$ cat src/rtl/arb8_rr_pkg.sv
// Shared definitions for the 8-way round-robin arbiter.
// Latency: n/a (types, constants and a combinational helper only).
// Backpressure: n/a.
package arb8_rr_pkg;

    localparam int N_REQ = 8;
    localparam int ID_W  = 3;

    typedef enum logic {
        ST_IDLE = 1'b0,
        ST_BUSY = 1'b1
    } state_t;

    // Rotate left by amt: result[j] = v[(j - amt) mod 8].
    function automatic logic [N_REQ-1:0] rotl8(input logic [N_REQ-1:0] v,
                                               input logic [ID_W-1:0]  amt);
        logic [2*N_REQ-1:0] dbl;
        dbl = {v, v} << amt;
        return dbl[2*N_REQ-1:N_REQ];
    endfunction

endpackage

$ cat src/rtl/arb8_rr_prio_enc8.sv
// 8-to-3 priority encoder, bit 7 highest, with a valid flag.
// Latency: purely combinational.
// Backpressure: none.
module prio_enc8
    import arb8_rr_pkg::*;
(
    input  logic [N_REQ-1:0] vec,
    output logic [ID_W-1:0]  idx,
    output logic             vld
);

    always_comb begin
        idx = '0;
        for (int i = 0; i < N_REQ; i++) begin
            if (vec[i]) idx = i[ID_W-1:0];
        end
        vld = |vec;
    end

endmodule

$ cat src/rtl/arb8_rr.sv
// 8-requester arbiter, round-robin or fixed priority, with optional hold limit.
// Latency: grant registered one cycle after req is sampled; handover has no idle bubble.
// Backpressure: owner keeps the grant until done, its req drops, or the hold limit expires.
module arb8_rr
    import arb8_rr_pkg::*;
#(
    parameter bit          RR       = 1'b1,
    parameter int unsigned HOLD_MAX = 16
) (
    input  logic        clk,
    input  logic        rst_n,
    input  logic [7:0]  req,
    input  logic        done,
    output logic [7:0]  gnt,
    output logic [2:0]  gnt_id,
    output logic        gnt_vld,
    output logic        timeout
);

    localparam logic [7:0] HOLD_LAST = (HOLD_MAX == 0) ? 8'd0 : 8'(HOLD_MAX - 1);

    state_t             state_q, state_d;
    logic [ID_W-1:0]    ptr_q, ptr_d;
    logic [ID_W-1:0]    gnt_id_q, gnt_id_d;
    logic [N_REQ-1:0]   gnt_q, gnt_d;
    logic [7:0]         hold_cnt_q, hold_cnt_d;
    logic               timeout_q, timeout_d;

    logic               owner_req;
    logic               limit_hit;
    logic               rel_now;
    logic [ID_W-1:0]    arb_ptr;
    logic [ID_W-1:0]    rot_amt;
    logic [N_REQ-1:0]   req_rot;
    logic [ID_W-1:0]    enc_idx;
    logic               enc_vld;
    logic [ID_W-1:0]    win_idx;

    // Release and re-arbitration share one encoder: on release the search
    // already uses the pointer that will be stored this edge.
    always_comb begin
        owner_req = req[gnt_id_q];
        limit_hit = (HOLD_MAX != 0) && (hold_cnt_q == HOLD_LAST);
        rel_now   = (state_q == ST_BUSY) && (done || !owner_req || limit_hit);
        arb_ptr   = ptr_q;
        if (rel_now) arb_ptr = RR ? (gnt_id_q - 3'd1) : 3'd7;
        rot_amt   = 3'd7 - arb_ptr;
        req_rot   = rotl8(req, rot_amt);
        win_idx   = enc_idx - rot_amt;
    end

    prio_enc8 u_enc (
        .vec (req_rot),
        .idx (enc_idx),
        .vld (enc_vld)
    );

    always_ff @(posedge clk or negedge rst_n) begin
        if (!rst_n) begin
            state_q    <= ST_IDLE;
            ptr_q      <= 3'd7;
            gnt_id_q   <= '0;
            gnt_q      <= '0;
            hold_cnt_q <= '0;
            timeout_q  <= 1'b0;
        end else begin
            state_q    <= state_d;
            ptr_q      <= ptr_d;
            gnt_id_q   <= gnt_id_d;
            gnt_q      <= gnt_d;
            hold_cnt_q <= hold_cnt_d;
            timeout_q  <= timeout_d;
        end
    end

    always_comb begin
        state_d = state_q;
        case (state_q)
            ST_IDLE: if (enc_vld) state_d = ST_BUSY;
            ST_BUSY: if (rel_now && !enc_vld) state_d = ST_IDLE;
            default: state_d = ST_IDLE;
        endcase
    end

    always_comb begin
        ptr_d      = arb_ptr;
        gnt_id_d   = gnt_id_q;
        gnt_d      = gnt_q;
        hold_cnt_d = hold_cnt_q;
        timeout_d  = rel_now && !done && owner_req;
        if (state_q == ST_IDLE || rel_now) begin
            hold_cnt_d = '0;
            if (enc_vld) begin
                gnt_id_d = win_idx;
                gnt_d    = 8'b1 << win_idx;
            end else begin
                gnt_id_d = '0;
                gnt_d    = '0;
            end
        end else if (hold_cnt_q != 8'hFF) begin
            hold_cnt_d = hold_cnt_q + 8'd1;
        end
    end

    assign gnt     = gnt_q;
    assign gnt_id  = gnt_id_q;
    assign gnt_vld = |gnt_q;
    assign timeout = timeout_q;

endmodule

$ cat config.mk
export PLATFORM = sky130hd
export DESIGN_NAME = arb8_rr
export DESIGN_NICKNAME = d
export VERILOG_FILES = /design/src/rtl/arb8_rr_pkg.sv /design/src/rtl/arb8_rr_prio_enc8.sv /design/src/rtl/arb8_rr.sv
export SDC_FILE = /design/constraint.sdc
export NUM_CORES = 1
export LEC_CHECK = 0
export CORE_ASPECT_RATIO = 0.8
export CORE_MARGIN = 2
export CORE_UTILIZATION = 65
export CTS_BUF_LIST = sky130_fd_sc_hd__clkbuf_4 sky130_fd_sc_hd__clkbuf_8 sky130_fd_sc_hd__clkbuf_16
export DETAILED_ROUTE_END_ITERATION = 8
export DONT_BUFFER_PORTS = 1
export HOLD_SLACK_MARGIN = 0.06
export PLACE_DENSITY = 0.86
export REMOVE_ABC_BUFFERS = 1
export SLEW_MARGIN = 20
export SYNTH_ARGS = -nofsm -noshare
export SYNTH_HDL_FRONTEND = slang
export SYNTH_SLANG_ARGS = --single-unit
$ cat constraint.sdc
create_clock -name clk -period 7.23 [get_ports clk]
set_input_delay 1.446 -clock clk [delete_from_list [all_inputs] [get_ports clk]]
set_output_delay 1.446 -clock clk [all_outputs]
set_load 0.005 [all_outputs]
* After elaboration in Yosys (flattened, before gate mapping)
Index checks and enable logic that the tools add are counted.
Operators by class: add/subtract/negate cells 4, magnitude comparators 1, eq/ne operators 2, shift-type cells 2, muxes and demuxes 17, bitwise logic cells 1, reduce and logical (&&, ||, !) cells 13
Operator list (count):
- 8-bit two-way mux | 3
- 3-bit two-way mux | 6
- 8-bit OR reduction | 2
- 16-bit by 3-bit << shifter with 16-bit output | 1
- 8-bit by 1-bit adder with 8-bit output, second input constant | 1
- 8-bit by 4-bit == test with 1-bit output, second input constant | 1
- 8-bit != test, second input constant | 1
- 1-bit by 3-bit << shifter with 8-bit output, first input constant | 1
- 1-bit logical AND | 4
- 3-bit by 4-bit < comparator with 1-bit output, second input constant | 1
- 1-bit two-way mux | 4
- 2-bit two-way mux | 2
- 1-bit binary-select mux with 3-bit select | 1
- 1-bit zero test | 3
- 1-bit logical OR | 3
- 3-bit by 1-bit subtractor with 3-bit output, second input constant | 1
- 3-bit subtractor | 1
- 3-bit subtractor, first input constant | 1
- 1-bit case mux with 2 select lines | 1
- 2-bit nonzero test | 1
- 1-bit NOT | 1
Storage, ports and cells: register bits after elaboration 24, input bits 11

* Depth between registers and ports, before layout
Gate-level depths: netlist of run 1.
depth after elaboration 19, mapped depth 18

* Hierarchy
From an unflattened synthesis of run 1, not the netlist that was laid out.
Second synthesis, totals: cells, all modules 158, area total of the unflattened synthesis 1649.1 sq um
Modules (own cells, without submodules):
- arb8_rr | times used 1, cells an instance 146, area an instance 1582.8 sq um, sequential area each 604.3 sq um
- prio_enc8 | times used 1, cells an instance 12, area an instance 66.3 sq um, sequential area each 0.0 sq um

* Worst setup path before layout of run 1
OpenSTA, ideal clock, no wires.
path kind in2reg, start point input port req[7], end point register gnt_q[7], in the netlist gnt[7], arrival 4932 ps, setup slack 2215 ps, cell stages on the path 16, buffers on the path 1, path through mux2i_1 -> a221o_1 -> o31ai_4 -> a21oi_2 -> inv_2 -> buf_2 -> mux2i_1 -> nor2_1 -> o311ai_0 -> nand4_1 -> a32o_1 -> ha_1 -> fa_1 -> nor3_1 -> nand2b_1 -> o21ai_0
Between the ends: word-level cells in the longest chain between the ends 19, elaborated cells on any way between the ends 21, classes of those cells 2 x add/sub; 2 x shift; 11 x mux; 6 x reduce/logical
Ends and longest elaborated chain:
- start, declared | RTL line arb8_rr.sv:12 | input logic [7:0] req,
- 1-bit binary-select mux with 3-bit select (*) | RTL line arb8_rr.sv:42 | owner_req = req[gnt_id_q];
- 1-bit two-way mux (implied by the code) (*) | RTL line arb8_rr.sv:42
- 1-bit zero test (*) | RTL line arb8_rr.sv:44 | rel_now = (state_q == ST_BUSY) && (done || !owner_req || limit_hit);
- 1-bit logical OR (*) (2 in a row) | RTL line arb8_rr.sv:44
- 1-bit logical AND (*) | RTL line arb8_rr.sv:44
- 3-bit two-way mux (*) | RTL line arb8_rr.sv:46 | if (rel_now) arb_ptr = RR ? (gnt_id_q - 3'd1) : 3'd7;
- net arb_ptr[0] | RTL line arb8_rr.sv:32 | logic [ID_W-1:0] arb_ptr;
- 3-bit subtractor (*) | RTL line arb8_rr.sv:47 | rot_amt = 3'd7 - arb_ptr;
- 16-bit by 3-bit << shifter with 16-bit output | RTL line arb8_rr_pkg.sv:18 | dbl = {v, v} << amt;
- 1-bit two-way mux | RTL line arb8_rr_prio_enc8.sv:15 | if (vec[i]) idx = i[ID_W-1:0];
- 2-bit two-way mux (2 in a row) | RTL line arb8_rr_prio_enc8.sv:15
- 3-bit two-way mux (4 in a row) | RTL line arb8_rr_prio_enc8.sv:15
- 3-bit subtractor | RTL line arb8_rr.sv:49 | win_idx = enc_idx - rot_amt;
- 1-bit by 3-bit << shifter with 8-bit output | RTL line arb8_rr.sv:95 | gnt_d = 8'b1 << win_idx;
- 8-bit two-way mux (*) | RTL line arb8_rr.sv:93 | if (enc_vld) begin
- end signal, assigned | RTL line arb8_rr.sv:70 | gnt_q <= gnt_d;
- end, declared | RTL line arb8_rr.sv:25 | logic [N_REQ-1:0] gnt_q, gnt_d;
The timed path passes the listed nets; every way through them passes the cells marked *. The select of a mux whose other input is x is not followed. A chain may end at the register's enable or synchronous reset.

* Final worst setup path of run 1
start point input port req[7], end point register gnt_q[2], in the netlist gnt[2]
Between the ends: word-level cells in the longest chain between the ends 19, elaborated cells on any way between the ends 21, classes of those cells 2 x add/sub; 2 x shift; 11 x mux; 6 x reduce/logical
Ends and longest elaborated chain (RTL line):
- 1-bit binary-select mux with 3-bit select | arb8_rr.sv:42
- 1-bit two-way mux (implied by the code) | arb8_rr.sv:42
- 1-bit zero test | arb8_rr.sv:44
- 1-bit logical OR (2 in a row) | arb8_rr.sv:44
- 1-bit logical AND | arb8_rr.sv:44
- 3-bit two-way mux | arb8_rr.sv:46
- 3-bit subtractor | arb8_rr.sv:47
- 16-bit by 3-bit << shifter with 16-bit output | arb8_rr_pkg.sv:18
- 1-bit two-way mux | arb8_rr_prio_enc8.sv:15
- 2-bit two-way mux (2 in a row) | arb8_rr_prio_enc8.sv:15
- 3-bit two-way mux (4 in a row) | arb8_rr_prio_enc8.sv:15
- 3-bit subtractor | arb8_rr.sv:49
- 1-bit by 3-bit << shifter with 8-bit output | arb8_rr.sv:95
- 8-bit two-way mux | arb8_rr.sv:93
Several ways; a longest one is shown, not always the timed one. The select of a mux whose other input is x is not followed.

==> results of run 1 <==
## critical path, cell delays in order
cell      delay [ps]
mux2i_1           80
a221o_1          430
o311a_1          350
a21oi_2          430
inv_2            270
mux2i_1          450
nor2_1            70
o311ai_0         530
nand4_1          200
a32o_1           300
ha_1             190
fa_1             470
nor3_1           470
nand2_1          130
o21ai_0          180
## sequential cells by signal, summed over array words and instances, names as in the netlist
register    count
ptr_q           3
hold_cnt_q      8
gnt_id          3
state_q         1
gnt             8
timeout         1
## where the power goes
| group | leakage, nW | total (mW) | internal [mW] | switching, mW |
|---|---|---|---|---|
| Sequential | 0.309 | 0.228 | 0.185 | 0.0426 |
| Combinational | 0.460 | 0.767 | 0.310 | 0.457 |
| Clock | 0.0210 | 0.0712 | 0.0308 | 0.0404 |
## Yosys cell counts, types with 2 or more instances
library cell and count:
dfrtp_1 21, nor2_1 20, nand2_1 16, o21ai_0 14, mux2i_1 13, inv_1 11, a21oi_1 9, nand3_1 8
and2_1 5, nor3_1 5, nand4_1 4, a211oi_1 3, a31oi_1 3, and3_1 3, clkbuf_1 3, dfstp_2 3
ha_1 3, nor3b_1 3, nor4_1 3, xor2_1 3, a211o_1 2, a21o_1 2, a22o_1 2, buf_2 2
inv_2 2, mux4_2 2, nor2b_1 2, o311ai_0 2, xnor2_1 2
## layer usage
metal	GRT usage [%]	vias up	part of all wire [%]
li1	-	726	-
met1	43.3	759	45
met2	43.4	81	47
met3	7.47	6	8.0
met4	6.03	0	0.64
met5	0	-	0
## stage by stage
| step | instance area (sq um) | hold slack, ps |
|---|---|---|
| floorplan | 1710 | 494 |
| global placement | 1770 | 525 |
| detailed placement | 1770 | 535 |
| CTS | 1800 | 560 |
| global route | 1800 | 601 |
| finish | 1800 | 559 |
## how the worst max path moves through the flow
| stage | startpoint | end | cells after the start |
|---|---|---|---|
| after detailed placement | req[7] | gnt[3] | 15 |
| after floorplan | req[7] | gnt[7] | 15 |
| final | req[7] | gnt[2] | 15 |
| after CTS | req[7] | gnt[2] | 15 |
| after global placement | req[7] | gnt[3] | 15 |
| after global routing | req[7] | gnt[7] | 15 |
## final cells by class
class	instances	share of cell area (%)
inverters	13	2.71
multi-input cells	153	58.8
flip-flops and latches	24	33.5
clock buffers	4	2.01
well taps	36	2.50
repair buffers	1	0.416
## cells by family after synthesis
logic type | count (synthesis) | synth area share (%)
AO/OA/AOI/OAI | 51 | 21.1
XOR/XNOR | 5 | 2.51
adder cells (fa/ha/maj) | 4 | 3.30
buffers and inverters | 20 | 4.66
flip-flops | 24 | 34.6
multiplexers | 16 | 11.3
AND/OR/NAND/NOR | 77 | 22.6
==> impl_results.md, run 1 <==
- Pre-CTS WS: 1320 ps
- Worst slew pin tran: 966 ps
- Wirelength per Cell: 18.3 microns
- First-pass DRT Iterations: 4
- Crit path time final: 5760 ps
- P_leak: 0.789 nW
- Area leader, netlist: dfrtp_1
- Multi-input gate area: 0.00106 sq mm
- Yosys top cell area share: 30.1%
- Worst vdd ir: 430 uV
- RSZ-0062 raised after global routing: false
- Gate Count Post-Synth: 197
- Global-route wire length before repair: 6.79 mm
- Via Count: 1,572
- Hold Fails Final Rpt: 0
- Die height: 50.4 microns
- Data arrival, critical path: 6000 ps
- Placer Congestion: 1.03
- Outcome: completed
- DRC violations left: 0
- FF-to-FF End: gnt[2]
- Share of cells above drive strength 1: 9.74%
- Worst hold start: hold_cnt_q[7]
- Fin crit share: 79.7%
- WL final: 4.22 mm
- Pwr dens: 591 mW/mm^2
- P&R area growth vs syn: 3.22%
- Hold WC Path Type: register to register
- Commonest cells after routing, fill and taps aside: dfrtp_1 (21), nor2_1 (20), nand2_1 (16)
- Worst setup EP type: register
- Row Count: 16
- EDFF count, synth: 0
- Fillers: 197
- Reg-to-Reg Start: hold_cnt_q[0]
- Ranking of synthesized cells by area: dfrtp_1 (30%), mux2i_1 (7.4%), dfstp_2 (4.5%)
- Number of nets with antenna violations after routing: 0
- Layout Cells excl Fill: 231
- Reg2Reg Setup Slack: 1890 ps
- Grt ovf: 0
- Clock latency on the worst-skew pair: 320 ps
- Hold EP: hold_cnt_q[7]
- Register area: 604 sq um
- Fin nets: 211
- Endpoints failing setup: 0
- Layout Utilization: 72.1%
- Largest net degree at the start of global routing: 25
- CTS tree: yes
- Vias in the first global route: 1,450
- IO buf count: 0
- Crit start category: input port
- Setup bufs post-CTS: 0
- Total GRT Usage: 29.3%
- Clock Skew: 8.65 ps
- CP Max Fanout: 16
- Hold_buf cts: 0
- Critical path class: input port to register
- Post-synth ARST share: 100%
- Clk buf depth: 2
- Diode count: 0
- Commonest non-fill, non-tap cell in the layout: dfrtp_1
- Ys flop type: dfrtp_1
- R2R cell count: 16
- Tot Pwr: 1.07 mW
- Distinct cells, synth: 55
- Maximum clock frequency: 174 MHz
- Slew headroom: 35.4%
- Clock Sinks: 24
- Final Max Slew Viols: 0
- Clock root cell: clkbuf_4
- Worst hold path cell count: 1
- H-Tree Depth: 1
- Via-to-Cell Ratio: 6.81
- Final setup TNS: 0 ps
- Seq cells post-synth: 24
- Initial antenna violation count: 0
- Io pins: 24
- Syn_area_per_cell: 8.87 sq um
- Fin worst setup slack: 1470 ps
- Synth warnings: 0
- Max-cap violations: 0
- Sequential-to-total area share from yosys stat: 34.6%
- Placed insts: 227
- Post_cts resized: 0
- Hpwl dp: 3.27 mm
- Die Area: 0.00312 sq mm
- Clock transition at path regs: 130 ps
- CTS Buf Count: 3
- Initial Util: 69.8%
- Cell Area, Synth: 0.00175 sq mm
- Core area: 0.00250 sq mm
- CP required: 7470 ps
- Initial drt markers: 129
- Chip Width: 62.0 microns
Power figures use the tool's default switching activity.
==> run 2, diff against run 1 <==
Settings changed: CORE_UTILIZATION 65 to 63, PLACE_DENSITY 0.86 to 0.84.
Clock period 7.23 ns to 5.6 ns, I/O delays scaled along.
==> run 2 against run 1 <==
Effect of this change: clock skew down 5.1 ps; cell area increased by 1.0%; register-to-register slack worse by 1200 ps; critical path type unchanged; sequential power increased by 29%; sequential share of layout area down 0.35 points; hold slack worse by 84 ps; clock power is 76% higher; core utilization fell by 4.6 points; total power up 29%.
==> impl_results.md, run 2 (synthesis gave the netlist of run 1 again) <==
- Outcome: completed
- WP buf/inv: 1
- Multi-input gate area: 0.00106 sq mm
- Row Count: 17
- Worst vdd ir: 594 uV
- CP Max Fanout: 16
- IO buf count: 0
- Final Max Slew Viols: 0
- Wirelength per Cell: 17.2 microns
- Crit path time final: 5000 ps
- Core area: 0.00270 sq mm
- Worst slew pin tran: 962 ps
- Vias in the first global route: 1,493
- Hold WC Path Type: input port to asynchronous set/reset pin
- Post_cts resized: 0
- Fin worst setup slack: 596 ps
- Hold Fails Final Rpt: 0
- Maximum clock frequency: 200 MHz
- Crit start category: input port
- Register area: 604 sq um
- Hpwl dp: 3.05 mm
- Clock transition at path regs: 130 ps
- CTS tree: yes
- Setup bufs post-CTS: 0
- Slew headroom: 35.7%
- Number of nets with antenna violations after routing: 0
- Clock latency on the worst-skew pair: 320 ps
- Fin nets: 211
- Initial antenna violation count: 0
- Grt ovf: 0
- Clock root cell: clkbuf_4
- Worst setup EP type: register
- CP required: 5850 ps
- Io pins: 24
- Total GRT Usage: 29.1%
- Commonest non-fill, non-tap cell in the layout: dfrtp_1
- Hold_buf cts: 0
- Pre-CTS WS: 307 ps
- CP peak stage delay: 470 ps
- Critical path class: input port to register
- Max-cap violations: 0
- CTS Buf Count: 3
- WL final: 4.01 mm
- Global-route wire length before repair: 7.25 mm
- Chip Width: 62.9 microns
- Initial drt markers: 118
- Critical Path Most Common Cell: mux2i_1
- Endpoints failing setup: 0
- First-pass DRT Iterations: 4
- Critical-path top delay cell: fa_1
- Die Area: 0.00321 sq mm
- Critical path's top delay family: compound AO/OA/AOI/OAI gates
- Clock Sinks: 24
- Via Count: 1,530
- P&R area growth vs syn: 4.30%
- P_leak: 0.796 nW
- Diode count: 0
- Final setup TNS: 0 ps
- Initial Util: 64.7%
- Clk buf depth: 2
- Data arrival, critical path: 5250 ps
- Placer Congestion: 1.00
- Via-to-Cell Ratio: 6.57
- H-Tree Depth: 1
- Largest net degree at the start of global routing: 25
- DRC violations left: 0
- Fin crit share: 89.4%
- Share of cells above drive strength 1: 9.74%
- Fillers: 233
- Pwr dens: 755 mW/mm^2
- RSZ-0062 raised after global routing: false
- Die height: 51.1 microns
- CP Cell Sequence: mux2i_1 > a221o_1 > o311a_1 > a21oi_2 > inv_2 > mux2i_1 > nor2_1 > o311ai_0 > nand4_1 > a32o_1 > ha_1 > fa_1 > nor3_1 > nand2_1 > o21ai_0
- Clock Skew: 3.52 ps
- Commonest cells after routing, fill and taps aside: dfrtp_1 (21), nor2_1 (20), nand2_1 (16)
[run 2: cell types whose count changed in the layout (fill, tap and decap cells not counted)]
cell	change
bufinv_16	+1
clkbuf_8	-1
[run 2: per-layer routing]
layer / routed length (microns) / vias to the layer above / global-route usage [%]
met3: 455 / 4 / 9.69
met2: 1770 / 74 / 42.2
met4: 14 / 0 / 5.56
met5: 0 / - / 0
met1: 1770 / 721 / 42.8
li1: - / 731 / -
[run 2: path summary, 6_finish.rpt]
| path | startpoint | endpoint | slack (ps) | cells past startpoint |
|---|---|---|---|---|
| setup / recovery | req[7] | gnt[2] | 600 | 15 |
| hold / removal | rst_n | hold_cnt_q[1] | 480 | 0 |
| setup reg to reg | hold_cnt_q[0] | gnt[2] | 690 | 16 |
| hold reg to reg | hold_cnt_q[7] | hold_cnt_q[7] | 550 | 1 |
| max in group asynchronous | rst_n | ptr_q[2] | 4950 | 0 |
| min in group clk | hold_cnt_q[7] | hold_cnt_q[7] | 550 | 1 |
[run 2: power breakdown]
| group | total (mW) | internal (mW) | switching [mW] | leakage (nW) |
|---|---|---|---|---|
| sequential | 0.294 | 0.239 | 0.0551 | 0.309 |
| combinational | 0.956 | 0.398 | 0.558 | 0.460 |
| clock | 0.125 | 0.0724 | 0.0524 | 0.0279 |
| total | 1.37 | 0.709 | 0.666 | 0.796 |
[run 2: metrics by stage]
step / std cells / hold slack, ps / area (sq um) / util (%) / power [mW]
6_report: 233 / 475 / 1820 / 67.4 / 1.37
5_1_grt: 233 / 439 / 1820 / 67.4 / 1.53
4_1_cts: 233 / 463 / 1820 / 67.4 / 1.37
3_5_place_dp: 229 / 528 / 1770 / 65.5 / 1.24
3_3_place_gp: 229 / 518 / 1770 / 65.5 / 1.20
2_1_floorplan: 190 / 494 / 1710 / - / 1.03
[run 2: area by class of cell]
cell class / count / area share (%)
Tap cell: 38 / 2.61
Timing Repair Buffer: 1 / 0.412
Inverter: 13 / 2.68
Multi-Input combinational cell: 153 / 58.2
Clock inverter: 1 / 1.65
Sequential cell: 24 / 33.2
Clock buffer: 3 / 1.24
==> run 3, diff against run 2 <==
Settings changed: MAX_ROUTING_LAYER set to met4, SYNTH_HIERARCHICAL set to 1.
==> run 3 against run 2 <==
Effect of this change: fmax up 4.0%; flip-flop and latch count unchanged; via count down 24%; setup slack better by 190 ps; first-iteration DRC count down 58%; hold slack better by 9.0 ps; final cell count down 17%; critical endpoint unchanged; largest cell class unchanged; highest routed layer unchanged.
==> impl_results.md, run 3 <==
- Maximum clock frequency: 208 MHz
- Die Area: 0.00305 sq mm
- Commonest non-fill, non-tap cell in the layout: dfrtp_1
- IO buf count: 0
- Seq cells post-synth: 24
- Clock Skew: 4.52 ps
- Distinct cells, synth: 47
- Chip Width: 61.2 microns
- First-pass DRT Iterations: 4
- Slew headroom: 39.1%
- Diode count: 0
- Clock root cell: clkbuf_4
- Ys flop type: dfrtp_1
- Hpwl dp: 2.59 mm
- P&R area growth vs syn: 3.11%
- DRC violations left: 0
- Clock latency on the worst-skew pair: 310 ps
- Vias in the first global route: 1,247
- Clock Sinks: 24
- Final setup TNS: 0 ps
- CP Max Fanout: 9
- Synth warnings: 6
- Die height: 49.8 microns
- Sequential-to-total area share from yosys stat: 36.6%
- Worst slew pin tran: 909 ps
- Area leader, netlist: dfrtp_1
- Setup bufs post-CTS: 0
- Post_cts resized: 0
- H-Tree Depth: 1
- Initial Util: 67.0%
- Fin crit share: 85.9%
- Io pins: 24
- Ranking of synthesized cells by area: dfrtp_1 (32%), mux2i_1 (12%), mux2_2 (6.1%)
- Most common cell in the synthesized netlist: dfrtp_1
- Gate Count Post-Synth: 158
- Fin area: 0.00170 sq mm
- Post-synth ARST share: 100%
- EDFF count, synth: 0
- Share of cells above drive strength 1: 18.4%
- Crit start category: input port
- Crit path time final: 4810 ps
- Cell area after placement: 0.00166 sq mm
- Top cells by count, synth: dfrtp_1 (21), mux2i_1 (20), nor2_1 (12)
- Largest net degree at the start of global routing: 25
- Worst setup EP type: register
- CP required: 5850 ps
- Wirelength per Cell: 16.3 microns
- CTS tree: yes
- Global-route wire length before repair: 5.69 mm
- Final Max Slew Viols: 0
- Via Count: 1,159
- Grt ovf: 0
- WL final: 3.16 mm
- Commonest cells after routing, fill and taps aside: dfrtp_1 (21), mux2i_1 (20), nor2_1 (12)
- Via-to-Cell Ratio: 5.97
- Fin nets: 174
- Row Count: 16
- Syn_area_per_cell: 10.4 sq um
- Max-cap violations: 0
- Initial drt markers: 50
- Hold Fails Final Rpt: 0
- Core area: 0.00246 sq mm
- Number of nets with antenna violations after routing: 0
- Endpoints failing setup: 0
- Clk buf depth: 2
- CTS Buf Count: 3
- Cell Area, Synth: 0.00165 sq mm
- RSZ-0062 raised after global routing: false
- Data arrival, critical path: 5060 ps
- Initial antenna violation count: 0
- Placer Congestion: 0.814
- Total GRT Usage: 25.8%
- Hold_buf cts: 0
- Yosys top cell area share: 31.9%
- Hold WC Path Type: input port to asynchronous set/reset pin
- Outcome: completed
- Critical path class: input port to register
- Clock transition at path regs: 130 ps
==> run 3: kinds of logic after synthesis <==
logic type | synth area share, %
AOI/OAI and AO/OA | 13.8
xor gates and xnor gates | 4.17
adders and majority gates | 3.49
buffers and inverters | 5.01
DFF | 36.6
muxes | 19.9
and+or+nand+nor | 17.0
==> run 3: path summary, 6_finish.rpt <==
check / startpoint / to / slack (ps) / cells past startpoint
worst min-delay path: rst_n / gnt_id[0] / 480 / 0
max in group asynchronous: rst_n / ptr_q[1] / 4940 / 0
min in group clk: hold_cnt_q[7] / hold_cnt_q[7] / 590 / 2
worst max-delay path: req[1] / gnt[2] / 790 / 16
worst max register to register: gnt_id[0] / gnt[2] / 930 / 17
worst min register to register: hold_cnt_q[7] / hold_cnt_q[7] / 590 / 2
==> run 3: final cells by class <==
cell class,instances,area (sq um)
repair buffers,2,15.0
inverters,10,37.5
fillers,190,762
clock buffers,4,36.3
flip-flops and latches,24,604
well taps,36,45.0
multi-input cells,118,962
==> run 3: through the flow <==
stage	std cells	util (%)	hold slack, ps	setup WS (ps)
floorplan	152	-	521	619
global placement	190	67.6	554	681
detailed placement	190	67.6	546	505
CTS	194	69.1	481	841
global route	194	69.1	452	473
finish	194	69.1	484	790
==> run 3: critical path, stage by stage <==
cell and delay, ps:
mux2i_1 70, a221oi_2 460, nor2b_1 140, a2111oi_4 730, mux2i_1 370, mux2i_1 170, mux2_2 300, inv_1 60
a21oi_1 70, o31ai_2 160, inv_1 60, ha_1 190, fa_1 380, xor2_1 310, xnor2_1 270, a22o_1 210
==> run 3: per-layer routing <==
metal  GRT usage [%]  wire [microns]  vias up
li1                -               -      569
met1            35.4            1430      562
met2            39.0            1560       24
met3            7.09             125        4
met4            4.35              34        0
met5               -               0        -
Power of run 3 is not shown: default switching activity piles up to over one toggle a cycle in this logic, so the estimate is an artifact.
